$ cat config.mk
export PLATFORM = sky130hd
export DESIGN_NAME = alu_issue_stage_flat
export DESIGN_NICKNAME = d
export VERILOG_FILES = /design/src/rtl/alu_issue_if.sv /design/src/rtl/alu_issue_stage.sv /design/src/flat_wrapper.sv
export SDC_FILE = /design/constraint.sdc
export NUM_CORES = 1
export LEC_CHECK = 0
export CORE_UTILIZATION = 40
export CTS_BUF_LIST = sky130_fd_sc_hd__clkbuf_4
export DETAILED_ROUTE_END_ITERATION = 10
export PLACE_DENSITY = 0.81
export SYNTH_ARGS = -nofsm -noshare
export SYNTH_HDL_FRONTEND = slang
export SYNTH_SLANG_ARGS = --single-unit
$ cat constraint.sdc
create_clock -name clk -period 2.8 [get_ports clk]
set_clock_uncertainty 0.1 [all_clocks]
set_input_delay 0.56 -clock clk [delete_from_list [all_inputs] [get_ports clk]]
set_output_delay 0.56 -clock clk [all_outputs]
set_load 0.01 [all_outputs]
$ cat src/rtl/alu_issue_if.sv
// Issue-stage bus: decode request, operand bypasses, flush, ALU-side outputs and the
// issue counter. master = decode/hazard side, slave = the issue stage.
interface alu_issue_if #(
   parameter int unsigned DATA_W    = 32,
   parameter int unsigned REG_IDX_W = 5,
   parameter int unsigned CNT_W     = 32
);
   logic                 flush;
   logic                 in_valid;
   logic                 in_ready;
   logic [3:0]           in_aluc;
   logic [REG_IDX_W-1:0] in_rs_idx;
   logic [DATA_W-1:0]    in_rs_val;
   logic [REG_IDX_W-1:0] in_rt_idx;
   logic [DATA_W-1:0]    in_rt_val;
   logic [15:0]          in_imm;
   logic [4:0]           in_shamt;
   logic                 in_b_imm;
   logic                 in_imm_sext;
   logic                 in_a_shamt;
   logic [REG_IDX_W-1:0] in_rd_idx;
   logic                 in_wr_en;
   logic                 fwd1_en;
   logic [REG_IDX_W-1:0] fwd1_idx;
   logic [DATA_W-1:0]    fwd1_data;
   logic                 fwd2_en;
   logic [REG_IDX_W-1:0] fwd2_idx;
   logic [DATA_W-1:0]    fwd2_data;
   logic                 out_valid;
   logic                 out_ready;
   logic [3:0]           Aluc;
   logic [DATA_W-1:0]    a;
   logic [DATA_W-1:0]    b;
   logic [REG_IDX_W-1:0] out_rd_idx;
   logic                 out_wr_en;
   logic [CNT_W-1:0]     issue_cnt;

   modport master (
      output flush, in_valid, in_aluc, in_rs_idx, in_rs_val, in_rt_idx, in_rt_val,
             in_imm, in_shamt, in_b_imm, in_imm_sext, in_a_shamt, in_rd_idx, in_wr_en,
             fwd1_en, fwd1_idx, fwd1_data, fwd2_en, fwd2_idx, fwd2_data, out_ready,
      input  in_ready, out_valid, Aluc, a, b, out_rd_idx, out_wr_en, issue_cnt
   );

   modport slave (
      input  flush, in_valid, in_aluc, in_rs_idx, in_rs_val, in_rt_idx, in_rt_val,
             in_imm, in_shamt, in_b_imm, in_imm_sext, in_a_shamt, in_rd_idx, in_wr_en,
             fwd1_en, fwd1_idx, fwd1_data, fwd2_en, fwd2_idx, fwd2_data, out_ready,
      output in_ready, out_valid, Aluc, a, b, out_rd_idx, out_wr_en, issue_cnt
   );
endinterface

$ cat src/rtl/alu_issue_stage.sv
// Execute-entry pipeline register in front of the ALU: resolves operands (shamt/imm
// select, two-level forwarding, $0 rule) and registers Aluc/a/b with a valid/ready
// handshake, stall and flush. Counts ops issued (wrapping).
module alu_issue_stage #(
   parameter int unsigned DATA_W    = 32,
   parameter int unsigned REG_IDX_W = 5,
   parameter int unsigned CNT_W     = 32
) (
   input logic         clk,
   input logic         rst_n,
   alu_issue_if.slave  bus
);
   logic                 valid_q, valid_d;
   logic [3:0]           aluc_q;
   logic [DATA_W-1:0]    a_q, a_d;
   logic [DATA_W-1:0]    b_q, b_d;
   logic [REG_IDX_W-1:0] rd_q;
   logic                 wr_q;
   logic [CNT_W-1:0]     cnt_q;
   logic                 in_ready;
   logic                 accept;
   logic [DATA_W-1:0]    rs_op, rt_op, imm_ext;

   // Ready is independent of in_valid so decode never sees a combinational loop.
   assign in_ready = !valid_q || bus.out_ready;
   assign accept   = bus.in_valid && in_ready && !bus.flush;

   // Operand resolution: $0 is never forwarded; newer bypass (fwd1) wins over older.
   always_comb begin
      rs_op = bus.in_rs_val;
      if (bus.in_rs_idx == '0) begin
         rs_op = '0;
      end else if (bus.fwd1_en && (bus.fwd1_idx == bus.in_rs_idx)) begin
         rs_op = bus.fwd1_data;
      end else if (bus.fwd2_en && (bus.fwd2_idx == bus.in_rs_idx)) begin
         rs_op = bus.fwd2_data;
      end

      rt_op = bus.in_rt_val;
      if (bus.in_rt_idx == '0) begin
         rt_op = '0;
      end else if (bus.fwd1_en && (bus.fwd1_idx == bus.in_rt_idx)) begin
         rt_op = bus.fwd1_data;
      end else if (bus.fwd2_en && (bus.fwd2_idx == bus.in_rt_idx)) begin
         rt_op = bus.fwd2_data;
      end

      imm_ext = bus.in_imm_sext ? {{(DATA_W-16){bus.in_imm[15]}}, bus.in_imm}
                                : {{(DATA_W-16){1'b0}}, bus.in_imm};
      a_d     = bus.in_a_shamt ? {{(DATA_W-5){1'b0}}, bus.in_shamt} : rs_op;
      b_d     = bus.in_b_imm ? imm_ext : rt_op;
   end

   // Valid next state: flush dominates, then accept, then a consumed op drains.
   always_comb begin
      valid_d = valid_q;
      if (bus.flush) begin
         valid_d = 1'b0;
      end else if (accept) begin
         valid_d = 1'b1;
      end else if (bus.out_ready) begin
         valid_d = 1'b0;
      end
   end

   // Handshake state and issue counter.
   always_ff @(posedge clk or negedge rst_n) begin
      if (!rst_n) begin
         valid_q <= 1'b0;
         cnt_q   <= '0;
      end else begin
         valid_q <= valid_d;
         if (accept) begin
            cnt_q <= cnt_q + CNT_W'(1);
         end
      end
   end

   // Payload registers load only on accept, so a stalled op stays bit-stable.
   always_ff @(posedge clk or negedge rst_n) begin
      if (!rst_n) begin
         aluc_q <= '0;
         a_q    <= '0;
         b_q    <= '0;
         rd_q   <= '0;
         wr_q   <= 1'b0;
      end else if (accept) begin
         aluc_q <= bus.in_aluc;
         a_q    <= a_d;
         b_q    <= b_d;
         rd_q   <= bus.in_rd_idx;
         wr_q   <= bus.in_wr_en && (bus.in_rd_idx != '0);
      end
   end

   assign bus.in_ready   = in_ready;
   assign bus.out_valid  = valid_q;
   assign bus.Aluc       = aluc_q;
   assign bus.a          = a_q;
   assign bus.b          = b_q;
   assign bus.out_rd_idx = rd_q;
   assign bus.out_wr_en  = wr_q;
   assign bus.issue_cnt  = cnt_q;
endmodule
$ cat src/flat_wrapper.sv
// flat-port wrapper written by rule: the top's interface ports become plain ports
module alu_issue_stage_flat 
#(
   parameter int unsigned DATA_W    = 32,
   parameter int unsigned REG_IDX_W = 5,
   parameter int unsigned CNT_W     = 32
)
  (clk, rst_n, bus_flush, bus_in_valid, bus_in_aluc, bus_in_rs_idx, bus_in_rs_val, bus_in_rt_idx, bus_in_rt_val, bus_in_imm, bus_in_shamt, bus_in_b_imm, bus_in_imm_sext, bus_in_a_shamt, bus_in_rd_idx, bus_in_wr_en, bus_fwd1_en, bus_fwd1_idx, bus_fwd1_data, bus_fwd2_en, bus_fwd2_idx, bus_fwd2_data, bus_out_ready, bus_in_ready, bus_out_valid, bus_Aluc, bus_a, bus_b, bus_out_rd_idx, bus_out_wr_en, bus_issue_cnt);
  alu_issue_if #(.DATA_W(DATA_W), .REG_IDX_W(REG_IDX_W), .CNT_W(CNT_W)) bus_i ();
  input logic clk;
  input logic rst_n;
  input wire logic [$bits(bus_i.flush)-1:0] bus_flush;
  input wire logic [$bits(bus_i.in_valid)-1:0] bus_in_valid;
  input wire logic [$bits(bus_i.in_aluc)-1:0] bus_in_aluc;
  input wire logic [$bits(bus_i.in_rs_idx)-1:0] bus_in_rs_idx;
  input wire logic [$bits(bus_i.in_rs_val)-1:0] bus_in_rs_val;
  input wire logic [$bits(bus_i.in_rt_idx)-1:0] bus_in_rt_idx;
  input wire logic [$bits(bus_i.in_rt_val)-1:0] bus_in_rt_val;
  input wire logic [$bits(bus_i.in_imm)-1:0] bus_in_imm;
  input wire logic [$bits(bus_i.in_shamt)-1:0] bus_in_shamt;
  input wire logic [$bits(bus_i.in_b_imm)-1:0] bus_in_b_imm;
  input wire logic [$bits(bus_i.in_imm_sext)-1:0] bus_in_imm_sext;
  input wire logic [$bits(bus_i.in_a_shamt)-1:0] bus_in_a_shamt;
  input wire logic [$bits(bus_i.in_rd_idx)-1:0] bus_in_rd_idx;
  input wire logic [$bits(bus_i.in_wr_en)-1:0] bus_in_wr_en;
  input wire logic [$bits(bus_i.fwd1_en)-1:0] bus_fwd1_en;
  input wire logic [$bits(bus_i.fwd1_idx)-1:0] bus_fwd1_idx;
  input wire logic [$bits(bus_i.fwd1_data)-1:0] bus_fwd1_data;
  input wire logic [$bits(bus_i.fwd2_en)-1:0] bus_fwd2_en;
  input wire logic [$bits(bus_i.fwd2_idx)-1:0] bus_fwd2_idx;
  input wire logic [$bits(bus_i.fwd2_data)-1:0] bus_fwd2_data;
  input wire logic [$bits(bus_i.out_ready)-1:0] bus_out_ready;
  output wire logic [$bits(bus_i.in_ready)-1:0] bus_in_ready;
  output wire logic [$bits(bus_i.out_valid)-1:0] bus_out_valid;
  output wire logic [$bits(bus_i.Aluc)-1:0] bus_Aluc;
  output wire logic [$bits(bus_i.a)-1:0] bus_a;
  output wire logic [$bits(bus_i.b)-1:0] bus_b;
  output wire logic [$bits(bus_i.out_rd_idx)-1:0] bus_out_rd_idx;
  output wire logic [$bits(bus_i.out_wr_en)-1:0] bus_out_wr_en;
  output wire logic [$bits(bus_i.issue_cnt)-1:0] bus_issue_cnt;
  assign bus_i.flush = bus_flush;
  assign bus_i.in_valid = bus_in_valid;
  assign bus_i.in_aluc = bus_in_aluc;
  assign bus_i.in_rs_idx = bus_in_rs_idx;
  assign bus_i.in_rs_val = bus_in_rs_val;
  assign bus_i.in_rt_idx = bus_in_rt_idx;
  assign bus_i.in_rt_val = bus_in_rt_val;
  assign bus_i.in_imm = bus_in_imm;
  assign bus_i.in_shamt = bus_in_shamt;
  assign bus_i.in_b_imm = bus_in_b_imm;
  assign bus_i.in_imm_sext = bus_in_imm_sext;
  assign bus_i.in_a_shamt = bus_in_a_shamt;
  assign bus_i.in_rd_idx = bus_in_rd_idx;
  assign bus_i.in_wr_en = bus_in_wr_en;
  assign bus_i.fwd1_en = bus_fwd1_en;
  assign bus_i.fwd1_idx = bus_fwd1_idx;
  assign bus_i.fwd1_data = bus_fwd1_data;
  assign bus_i.fwd2_en = bus_fwd2_en;
  assign bus_i.fwd2_idx = bus_fwd2_idx;
  assign bus_i.fwd2_data = bus_fwd2_data;
  assign bus_i.out_ready = bus_out_ready;
  assign bus_in_ready = bus_i.in_ready;
  assign bus_out_valid = bus_i.out_valid;
  assign bus_Aluc = bus_i.Aluc;
  assign bus_a = bus_i.a;
  assign bus_b = bus_i.b;
  assign bus_out_rd_idx = bus_i.out_rd_idx;
  assign bus_out_wr_en = bus_i.out_wr_en;
  assign bus_issue_cnt = bus_i.issue_cnt;
  alu_issue_stage #(.DATA_W(DATA_W), .REG_IDX_W(REG_IDX_W), .CNT_W(CNT_W)) u_core (.clk(clk), .rst_n(rst_n), .bus(bus_i));
endmodule
==> impl_metrics.yaml <==
outcome:
  status: "complete, no violations"
yosys:
  synth_compound_area_share_pct: 23.80
  synth_top_area_share_pct: 46.05
  synth-seq-cells: 107
  synth_area_um2: 5814
  synthMuxAreaShare_pct: 0
  yosys.area.top_type: "dfrtp_1"
  synth-edff-count: 0
  synthDistinctLibCells: 35
  synth_xor_area_share_pct: 7.682
  syn_nets: 835
  synth_top_family_by_area: "compound AO/OA/AOI/OAI gates"
  ys_top_cells_by_area: "dfrtp_1 (46%), a221oi_1 (9.6%), o21ai_0 (9.1%)"
  async_flop_share_pct: 100.0
  yosys.area_share.simple_pct: 17.54
  synthAdderAreaFrac_pct: 0.2152
  ys_warn_count: 0
  synth_cells: 645
  ys_seq_area_share_pct: 46.05
  syn_area_per_cell_um2: 9.014
  synth_flop_cell: "dfrtp_1"
power_and_ir_drop:
  leakage_nw: 3.825
  swShare_pct: 30.84
  p_sw_mw: 1.251
  pwr-share-comb_pct: 33.3
  pwr-share-clk_pct: 19.9
  sequentialPowerShare_pct: 46.7
  power.density_nw_per_um2: 435.0
  vdd_drop_max_mv: 0.2167
  internal-power_mw: 2.805
route:
  drc: 0
  wire_per_inst_um: 20.17
  vias: 6404
  top_layer_used: "met4"
  met2_length_um: 10740
  viasPerCell: 5.682
  wl_met1_um: 9168
  dr.pass1.iters: 5
  wl_met3_um: 2092
  drtIter0Drc: 612
  drt_wl_total_um: 22730
  drtAntennaViolNets: 0
cells_and_area:
  layout.nets: 1131
  post-route-cell-area_um2: 9324
  mostFrequentLayoutCells: "clkdlybuf4s50_1 (295), dfrtp_1 (107), o21ai_0 (106)"
  drive_gt1_share_pct: 6.237
  syn2layout_area_growth_pct: 60.36
  final_common_cell: "clkdlybuf4s50_1"
  stdcell_count: 1127
placement:
  dp_hpwl_um: 17160
  gp_congestion: 0.9639
  port_buffers: 296
  place_inst: 1109
  dpl_cell_area_um2: 9181
clock_network:
  root_buffer: "clkbuf_4"
  clk_pin_slew_worst_paths_ns: 0.16
  htreeDepth: 3
  worstSkewPairLatency_ns: 0.46
  cts_resized: 0
  cts_hold_buffers: 1
  tritoncts: "built"
  cts_made_buffers: 9
  cts.path.max_buffers: 2
  postCtsSetupBuffers: 0
  clock-sinks: 107
worst_setup_path:
  critPathRequiredTime_ns: 2.14
  worstSetupEndpointType: "output port"
  crit_path_max_fanout: 2
  ff2ff_setup_slack_ns: 0.64
  crit_arrival_ns: 1.75
  path_class: "in -> out"
  crit_path_start_kind: "input pin"
grt:
  first_global_vias: 6190
  antenna_found_initial: 1
  gr-usage-all-layers_pct: 30.15
  grt_max_degree: 107
  grt_pass1_wl_um: 33820
  grt.overflow.total: 0
sta:
  slew_viol_final: 0
  max_freq_ghz: 0.4146
  fin_setup_tns_ns: 0
  finalHoldViolCount: 0
  min_period_over_period_pct: 86.14
  tightestPinTransition_ns: 0.6730
  max-slew-margin-rel_pct: 55.11
  rsz0062_at_grt: "false"
  setup_viol: 0
  fin_crit_ns: 2.412
floorplan:
  dieHeight_um: 122.6
  placementRows: 43
  initial_core_util_pct: 41.41
  pin_count: 297
  dieArea_um2: 15020
  die_w_um: 122.6
  core_area_um2: 14040
worst_hold_path:
  hold_class: "in -> async"
run:
  cap_violations: 0
-- final timing paths --
path | start | to | cells after the start
worst max-delay path | bus_out_ready | bus_in_ready | 4
worst min register to register | u_core.bus.Aluc[2] | u_core.bus.Aluc[2] | 2
max in group asynchronous | rst_n | u_core.bus.b[27] | 3
worst max register to register | u_core.bus.out_valid | u_core.bus.b[17] | 7
worst min-delay path | rst_n | u_core.bus.Aluc[2] | 2
min in group clk | u_core.bus.Aluc[2] | u_core.bus.Aluc[2] | 2
-- cells in the mapped netlist (16+ instances only) --
cell,instances
nand2_1,71
clkbuf_1,42
dfrtp_1,107
and3_1,21
a221oi_1,64
a211oi_1,16
a21oi_1,22
inv_1,24
o21ai_0,106
xnor2_1,36
and2_1,33
nor2_1,22
-- cell families after synthesis --
kind of cell,count (synthesis)
xor+xnor,51
compound gates,217
flops,107
fa+ha+maj,1
simple gates,198
buf+inv,71
-- metrics by stage --
stage / setup WS [ns] / hold WS [ns] / total power [mW] / utilization (%)
floorplan: 0.6627 / 0.1644 / 2.355 / -
global placement: 0.1186 / 0.2520 / 3.249 / 65.38
detailed placement: 0.06439 / 0.2525 / 3.271 / 65.38
CTS: 0.3598 / 0.2535 / 4.073 / 66.38
global route: 0.3151 / 0.2699 / 4.257 / 66.40
finish: 0.3882 / 0.2971 / 4.056 / 66.40
-- sequential cells by signal, summed over array words and instances (netlist names) --
register	flops
u_core.bus.issue_cnt	32
u_core.bus.b	32
u_core.bus.Aluc	4
u_core.bus.out_valid	1
u_core.bus.out_rd_idx	5
u_core.bus.out_wr_en	1
u_core.bus.a	32
-- layer usage --
| layer | global-route usage (%) | vias up |
|---|---|---|
| met5 | 0 | - |
| met3 | 6.273 | 56 |
| met4 | 13.87 | 0 |
| met1 | 38.89 | 3019 |
| met2 | 48.38 | 383 |
| li1 | - | 2946 |
-- critical path, cell delays in order --
cell	delay [ns]
clkdlybuf4s50_1	0.44
nor2b_1	0.18
inv_1	0.09
clkdlybuf4s50_1	0.48
-- layout make-up --
cell class / instances / area, µm²
well taps: 180 / 225.2
fillers: 1190 / 4718
flip-flops and latches: 107 / 2678
clock buffers: 10 / 75.07
diodes: 1 / 2.502
clock inverters: 6 / 55.05
multi-input cells: 467 / 2903
inverters: 24 / 90.09
repair buffers: 332 / 3296
-- power by group through the flow --
stage,clock (mW),combinational (mW),sequential [mW]
2_1_floorplan,0,0.359,2.00
3_3_place_gp,0,1.33,1.92
3_5_place_dp,0,1.35,1.92
4_1_cts,0.821,1.36,1.89
5_1_grt,0.881,1.45,1.92
6_report,0.809,1.35,1.90
(Power assumes the default switching activity.)
